[config.mk]
export PLATFORM = sky130hd
export DESIGN_NAME = fetch_unit
export DESIGN_NICKNAME = d
export VERILOG_FILES = /design/src/rtl/fetch_unit.sv
export SDC_FILE = /design/constraint.sdc
export NUM_CORES = 1
export LEC_CHECK = 0
export ABC_AREA = 1
export BUFFER_PORTS_ARGS = -buffer_cell sky130_fd_sc_hd__buf_2
export CAP_MARGIN = 10
export CORE_MARGIN = 4
export CORE_UTILIZATION = 34
export CTS_CLUSTER_SIZE = 40
export DETAILED_ROUTE_END_ITERATION = 12
export GPL_ROUTABILITY_DRIVEN = 0
export HOLD_SLACK_MARGIN = 0.02
export MAX_ROUTING_LAYER = met4
export PLACE_DENSITY = 0.58
export SETUP_SLACK_MARGIN = 0.2
export SLEW_MARGIN = 25
export SYNTH_ARGS = -nofsm -noshare
export SYNTH_HDL_FRONTEND = slang
export SYNTH_SLANG_ARGS = --single-unit
[constraint.sdc]
create_clock -name clk -period 4.78 [get_ports clk]
set_input_delay 0.239 -clock clk [delete_from_list [all_inputs] [get_ports clk]]
set_output_delay 0.239 -clock clk [all_outputs]
set_load 0.05 [all_outputs]
[src/rtl/fetch_unit.sv]
`timescale 1ns/1ps
`default_nettype none
// ============================================================================
// Module      : fetch_unit
// Description : RV32I instruction fetch stage. Owns the PC, issues word
//               requests to instruction memory, buffers in-order responses
//               and hands {pc, instr} to decode over valid/ready. Redirects
//               flush the buffer and squash every fetch made on the old path.
// Revision    : 1.0 - initial release
// ============================================================================
module fetch_unit #(
  parameter logic [31:0] RESET_PC   = 32'h0000_0000,
  parameter int          FIFO_DEPTH = 2
) (
  input  logic        clk,
  input  logic        reset,
  output logic        imem_req,
  output logic [31:0] imem_addr,
  input  logic        imem_gnt,
  input  logic        imem_rvalid,
  input  logic [31:0] imem_rdata,
  input  logic        redirect,
  input  logic [31:0] redirect_pc,
  output logic        if_valid,
  input  logic        if_ready,
  output logic [31:0] if_pc,
  output logic [31:0] if_instr
);

  localparam int AW = $clog2(FIFO_DEPTH);
  localparam int CW = AW + 1;

  typedef enum logic {
    FETCH = 1'b0,
    DRAIN = 1'b1
  } state_t;

  state_t          state;
  logic [31:0]     pc;
  logic [31:0]     resp_pc;       // PC belonging to the next live response
  logic [CW-1:0]   outstanding;   // granted requests not yet answered
  logic [CW-1:0]   kill;          // stale responses still to be dropped
  logic [CW-1:0]   count;
  logic [AW-1:0]   rd_ptr;
  logic [AW-1:0]   wr_ptr;
  logic [31:0]     fifo_pc    [FIFO_DEPTH];
  logic [31:0]     fifo_instr [FIFO_DEPTH];

  logic [CW:0]     credit_used;
  logic            issue;
  logic            drop;
  logic            push;
  logic            pop;
  logic [CW-1:0]   outstanding_next;
  logic [CW-1:0]   kill_next;
  logic [31:0]     target;

  // Issue control, response routing and next-value arithmetic
  always_comb begin
    credit_used      = {1'b0, outstanding} + {1'b0, count};
    imem_req         = !reset && (state == FETCH) && (credit_used < (CW+1)'(FIFO_DEPTH));
    imem_addr        = pc;
    issue            = imem_req && imem_gnt;
    drop             = imem_rvalid && (kill != '0);
    push             = imem_rvalid && (kill == '0) && !redirect;
    if_valid         = (count != '0);
    pop              = if_valid && if_ready && !redirect;
    outstanding_next = outstanding + CW'(issue) - CW'(imem_rvalid);
    kill_next        = drop ? (kill - CW'(1)) : kill;
    target           = redirect_pc & ~32'h3;
    if_pc            = if_valid ? fifo_pc[rd_ptr]    : 32'h0;
    if_instr         = if_valid ? fifo_instr[rd_ptr] : 32'h0;
  end

  // PC, credit counters, FIFO pointers and FETCH/DRAIN state
  always_ff @(posedge clk or posedge reset) begin
    if (reset) begin
      state       <= FETCH;
      pc          <= RESET_PC;
      resp_pc     <= RESET_PC;
      outstanding <= '0;
      kill        <= '0;
      count       <= '0;
      rd_ptr      <= '0;
      wr_ptr      <= '0;
    end else begin
      outstanding <= outstanding_next;
      if (redirect) begin
        // Everything still in flight after this edge belongs to the old path
        pc      <= target;
        resp_pc <= target;
        kill    <= outstanding_next;
        count   <= '0;
        rd_ptr  <= '0;
        wr_ptr  <= '0;
        state   <= (outstanding_next != '0) ? DRAIN : FETCH;
      end else begin
        if (issue) pc <= pc + 32'd4;
        kill <= kill_next;
        if (push) begin
          resp_pc <= resp_pc + 32'd4;
          wr_ptr  <= wr_ptr + AW'(1);
        end
        if (pop) rd_ptr <= rd_ptr + AW'(1);
        count <= count + CW'(push) - CW'(pop);
        if ((state == DRAIN) && (kill_next == '0)) state <= FETCH;
      end
    end
  end

  // Instruction buffer storage; contents only matter while marked valid
  always_ff @(posedge clk) begin
    if (push) begin
      fifo_pc[wr_ptr]    <= resp_pc;
      fifo_instr[wr_ptr] <= imem_rdata;
    end
  end

  overflow_chk : assert property (@(posedge clk) disable iff (reset)
    !(push && !pop && (count == CW'(FIFO_DEPTH))));

endmodule
`default_nettype wire
# After elaboration in Yosys (flattened, before gate mapping)
# Memories as Yosys holds them, arrays and structs flattened.
# Index checks and enable logic that the tools add are counted.
dict set report totals {
  ff_bits 73
  ramBits 128
  input_bits 70
  mem_count 2
}
dict set report op_classes {
  add_sub_neg 10
  n_lt_le_gt_ge 1
  mux 18
  bitwise_logic 1
  reduce_logical 20
}
# memory depth width rd rd_clocked_by_memory_dff write_ports line_no
set mem_list {}
lappend mem_list {fifo_instr 2 32 1 0 1 47} ;# logic [31:0] fifo_instr [FIFO_DEPTH];
lappend mem_list {fifo_pc 2 32 1 0 1 46} ;# logic [31:0] fifo_pc [FIFO_DEPTH];
# op n
set ops {}
lappend ops {{$mux W32} 6}
lappend ops {{$add A32 B3 Y32 const B} 2}
lappend ops {{$reduce_bool A2 Y1} 7}
lappend ops {{$logic_and A1 B1 Y1} 9}
lappend ops {{$mux W1} 9}
lappend ops {{$mux W2} 3}
lappend ops {{$add A2 B1 Y2} 2}
lappend ops {{$logic_not A2 Y1} 2}
lappend ops {{$sub A2 B1 Y2} 2}
lappend ops {{$add A2 B2 Y3} 1}
lappend ops {{$lt A3 B2 Y1 const B} 1}
lappend ops {{$add A1 B1 Y1 const B} 2}
lappend ops {{$logic_not A1 Y1} 2}
lappend ops {{$sub A2 B1 Y2 const B} 1}
lappend ops {{$not A1 Y1} 1}

# Longest topological paths before layout
dict set report logic_depth {
  depth_word 9
  depth_mapped 12
}

# Worst setup path before layout
# Ideal clock, no wire load.
dict set report synth_timing {
  path_type {register to register}
  start {register kill[0]}
  end {memory fifo_instr[0][0] (enable)}
  t_arrival_ns 3.549
  slack_ns 0.748
  path_stages_with_launch 7
  n_path_buf 0
  period_less_slack_ns 4.032
  cell_sequence {dfrtp_1 -> inv_1 -> ha_1 -> nand2_1 -> nor2_1 -> inv_2 -> nor2_1}
}
dict set report synth_via {
  elab_chain_len 5
}
# element line_no
set synth_lines {}
lappend synth_lines {{start, declared} 42} ;# logic [CW-1:0] kill;
lappend synth_lines {{start signal, assigned} 92} ;# kill <= outstanding_next;
lappend synth_lines {{start signal, assigned} 99} ;# kill <= kill_next;
lappend synth_lines {{$logic_not A2 Y1} 65} ;# push = imem_rvalid && (kill == '0) && !redirect;
lappend synth_lines {{$logic_and A1 B1 Y1 (2 in series)} 65}
lappend synth_lines {{$mux W1} 113} ;# if (push) begin
lappend synth_lines {{$mux W1 (not written as such)} 115} ;# fifo_instr[wr_ptr] <= imem_rdata;
lappend synth_lines {{end, declared} 47}
# No other way between the ends.

# Final worst setup path
dict set report layout_timing {
  start {register rd_ptr}
  end {output port if_instr[27]}
}
dict set report layout_via {
  elab_chain_len 2
}
# element line_no
set layout_lines {}
lappend layout_lines {{start, declared} 44} ;# logic [AW-1:0] rd_ptr;
lappend layout_lines {{start signal, assigned} 104} ;# if (pop) rd_ptr <= rd_ptr + AW'(1);
lappend layout_lines {{$mem_v2 Z2 W32} n/a}
lappend layout_lines {{$mux W32} 72} ;# if_instr = if_valid ? fifo_instr[rd_ptr] : 32'h0;
lappend layout_lines {{end, declared} 27} ;# output logic [31:0] if_instr
# No other way between the ends.

==> flow_summary_export.csv <==
group,metric,value,unit
sta,timing.fmax,387,MHz
global_routing,grtUsageTotal,0.168,
sta,finalHoldViolations,0,
cells_and_area,seq_area,5450,sq um
cells_and_area,area_delta_synth_final,21.9,%
route,num_vias,7609,
floorplanning,design.core.area,27100,sq um
sta,tns,0,ns
sta,worst_slew_pin_slew,0.913,ns
clock_tree,cts_resized,0,
global_routing,grt_overflow,0,
route,first_pass_iters,4,
place,place_worst_setup_slack,1.95,ns
critical_path,worstSetupPathType,"flop to output pin",
logic_synthesis,syn_inst,1061,
logic_synthesis,syn_avg_cell_area,8.88,sq um
logic_synthesis,ys_ff_latch,193,
clock_tree,clock_path_buffers,2,
global_routing,grt_pass1_vias,7186,
floorplanning,rows,60,
place,place_inst,1567,
cells_and_area,drive_gt1_frac,0.191,
power,ir_worst_vdd,239,uV
critical_path,critPathMaxFanout,33,
flow_run,maxCapViolations,0,
power,p_leak,5.06,nW
route,drt-wirelength-per-cell,15.2,microns
critical_path,cp-start-kind,"flop",
logic_synthesis,synth_cell_types,34,
cells_and_area,instances_no_fill,1631,
sta,skew,0.00728,ns
outcome,outcome,"finished, final reports clean",
logic_synthesis,yosysSeqAreaShare,0.578,
floorplanning,fp.dieW,174,microns
sta,grt_setup_unrepaired,"false",
clock_tree,cts_sinks,193,
critical_path,critical_path.endpoint_type,"output pin",
clock_tree,cts_tree,"done",
clock_tree,numCtsBuffers,17,
cells_and_area,multi_input_area,3470,sq um
logic_synthesis,synth_ff_type,"edfxtp_1",
cells_and_area,final_cell_mix,"nand2_1 (399), buf_2 (161), edfxtp_1 (124)",
floorplanning,pin_count,168,
cells_and_area,fillCellCount,2666,
cells_and_area,diodes,0,
logic_synthesis,yosys_warnings,0,
sta,slew_headroom,0.391,
sta,fin_crit_sh,0.541,
logic_synthesis,ys_async_sr_fraction,0.358,
global_routing,grt_pass1_wl,39.5,mm
place,place.port_buffers,161,
sta,setup_viol,0,
clock_tree,clkTransAtPathRegs,0.07,ns
sta,post-route-min-period,2.58,ns
floorplanning,dieArea,30400,sq um
global_routing,antenna_found_initial,0,
route,via_per_inst,4.67,
power,power_density,470,nW/um^2
critical_path,cp.required,4.54,ns
place,place_hpwl,16.8,mm
route,drt_iter0_markers,584,
cells_and_area,postLayoutCoreUtil,0.424,
clock_tree,root_buffer,"clkbuf_16",
route,wl,24.8,mm
route,drc_errors,0,
sta,fin_ws,2.20,ns
route,ant_nets,0,
clock_tree,h-tree-depth,4,
critical_path,critPathArrivalTime,2.35,ns
floorplanning,die_h,174,microns
floorplanning,initial_utilization,0.348,
global_routing,grt_max_degree,70,
logic_synthesis,synth-edff-count,124,
clock_tree,insertion_delay,0.44,ns
logic_synthesis,synth_area,9430,sq um
cells_and_area,nets,1324,
worst_hold_path,hold_path.class,"primary input to flop",
sta,slew_viol_final,0,
cells_and_area,final_common_cell,"nand2_1",
power breakdown:
| part | switching (mW) | leakage (nW) | internal (mW) |
|---|---|---|---|
| Sequential | 0.223 | 1.97 | 2.03 |
| Clock | 0.703 | 0.286 | 0.700 |
| Combinational | 1.33 | 2.80 | 0.415 |
cells by family after synthesis:
| kind of cell | share of synthesized area |
|---|---|
| other | 0.000398 |
| adders and majority gates | 0.0114 |
| xor gates and xnor gates | 0.0204 |
| AOI/OAI and AO/OA | 0.0648 |
| DFF | 0.578 |
| buffers and inverters | 0.0571 |
| and+or+nand+nor | 0.268 |
path summary, 6_finish.rpt:
check | cells after the start | slack [ns] | endpoint | startpoint
setup reg to reg | 12 | 2.20 | kill[1] | count[0]
hold reg to reg | 2 | 0.52 | state | state
setup / recovery | 5 | 2.20 | if_instr[27] | rd_ptr
hold / removal | 3 | 0.07 | resp_pc[29] | redirect_pc[29]
min in group asynchronous | 3 | 0.09 | imem_addr[3] | reset
max in group asynchronous | 3 | 4.06 | rd_ptr | reset
timing repair:
action	4_1_cts	5_1_grt
hold buffers	32	0
endpoints found under the hold margin	64	0
buffers inserted	0	0
state kept, by name, summed over array words and instances (netlist names):
name	flops
rd_ptr	1
count	2
wr_ptr	1
outstanding	2
state	1
imem_addr	30
resp_pc	30
fifo_pc	60
kill	2
fifo_instr	64
critical path, stage by stage, from the launching register on:
cell	delay, ns
dfrtp_2	0.41
inv_2	0.44
buf_4	0.45
nand2_1	0.09
a21oi_1	0.18
buf_2	0.30
routing by layer:
layer	GRT usage	share of wire	vias up
met1	0.250	0.50	3544
met5	-	0	-
met3	0.0302	0.055	16
li1	-	-	3815
met4	0.0337	0.0087	0
met2	0.242	0.43	234
cell usage after synthesis, types with 2 or more instances:
cell,number,area [sq um]
a21oi_1,69,345
a31oi_1,2,12.5
buf_1,3,11.3
buf_2,7,35.0
buf_4,4,30.0
buf_6,4,45.0
clkbuf_1,19,71.3
dfrtp_1,69,1730
edfxtp_1,124,3720
ha_1,7,87.6
inv_1,86,323
inv_2,6,22.5
nand2_1,399,1500
nand2_2,5,31.3
nand2_4,4,45.0
nand3_1,83,415
nand3_2,2,20.0
nand4_1,2,12.5
nor2_1,76,285
nor2_2,9,56.3
nor2_4,9,101
nor3_1,3,15.0
o211ai_1,12,90.1
o21ai_0,25,125
o21bai_1,2,15.0
o221ai_1,2,17.5
xnor2_1,7,61.3
xor2_1,15,131
stage by stage:
stage / hold WS [ns] / area (sq um) / power, mW
after CTS: 0.0487 / 11500 / 5.43
after detailed placement: 0.430 / 10600 / 4.01
final: 0.0679 / 11500 / 5.40
after global routing: 0.0838 / 11500 / 5.69
after floorplan: 0.338 / 9440 / 3.54
after global placement: 0.427 / 10600 / 3.99
area by class of cell:
cell class                 count  share of cell area
tap                          372              0.0405
timing repair buffer         200               0.103
sequential                   193               0.474
clock inverter                15              0.0134
multi-input combinational    742               0.302
inverter                      92              0.0301
clock buffer                  17              0.0370
Power figures use the tool's default switching activity.
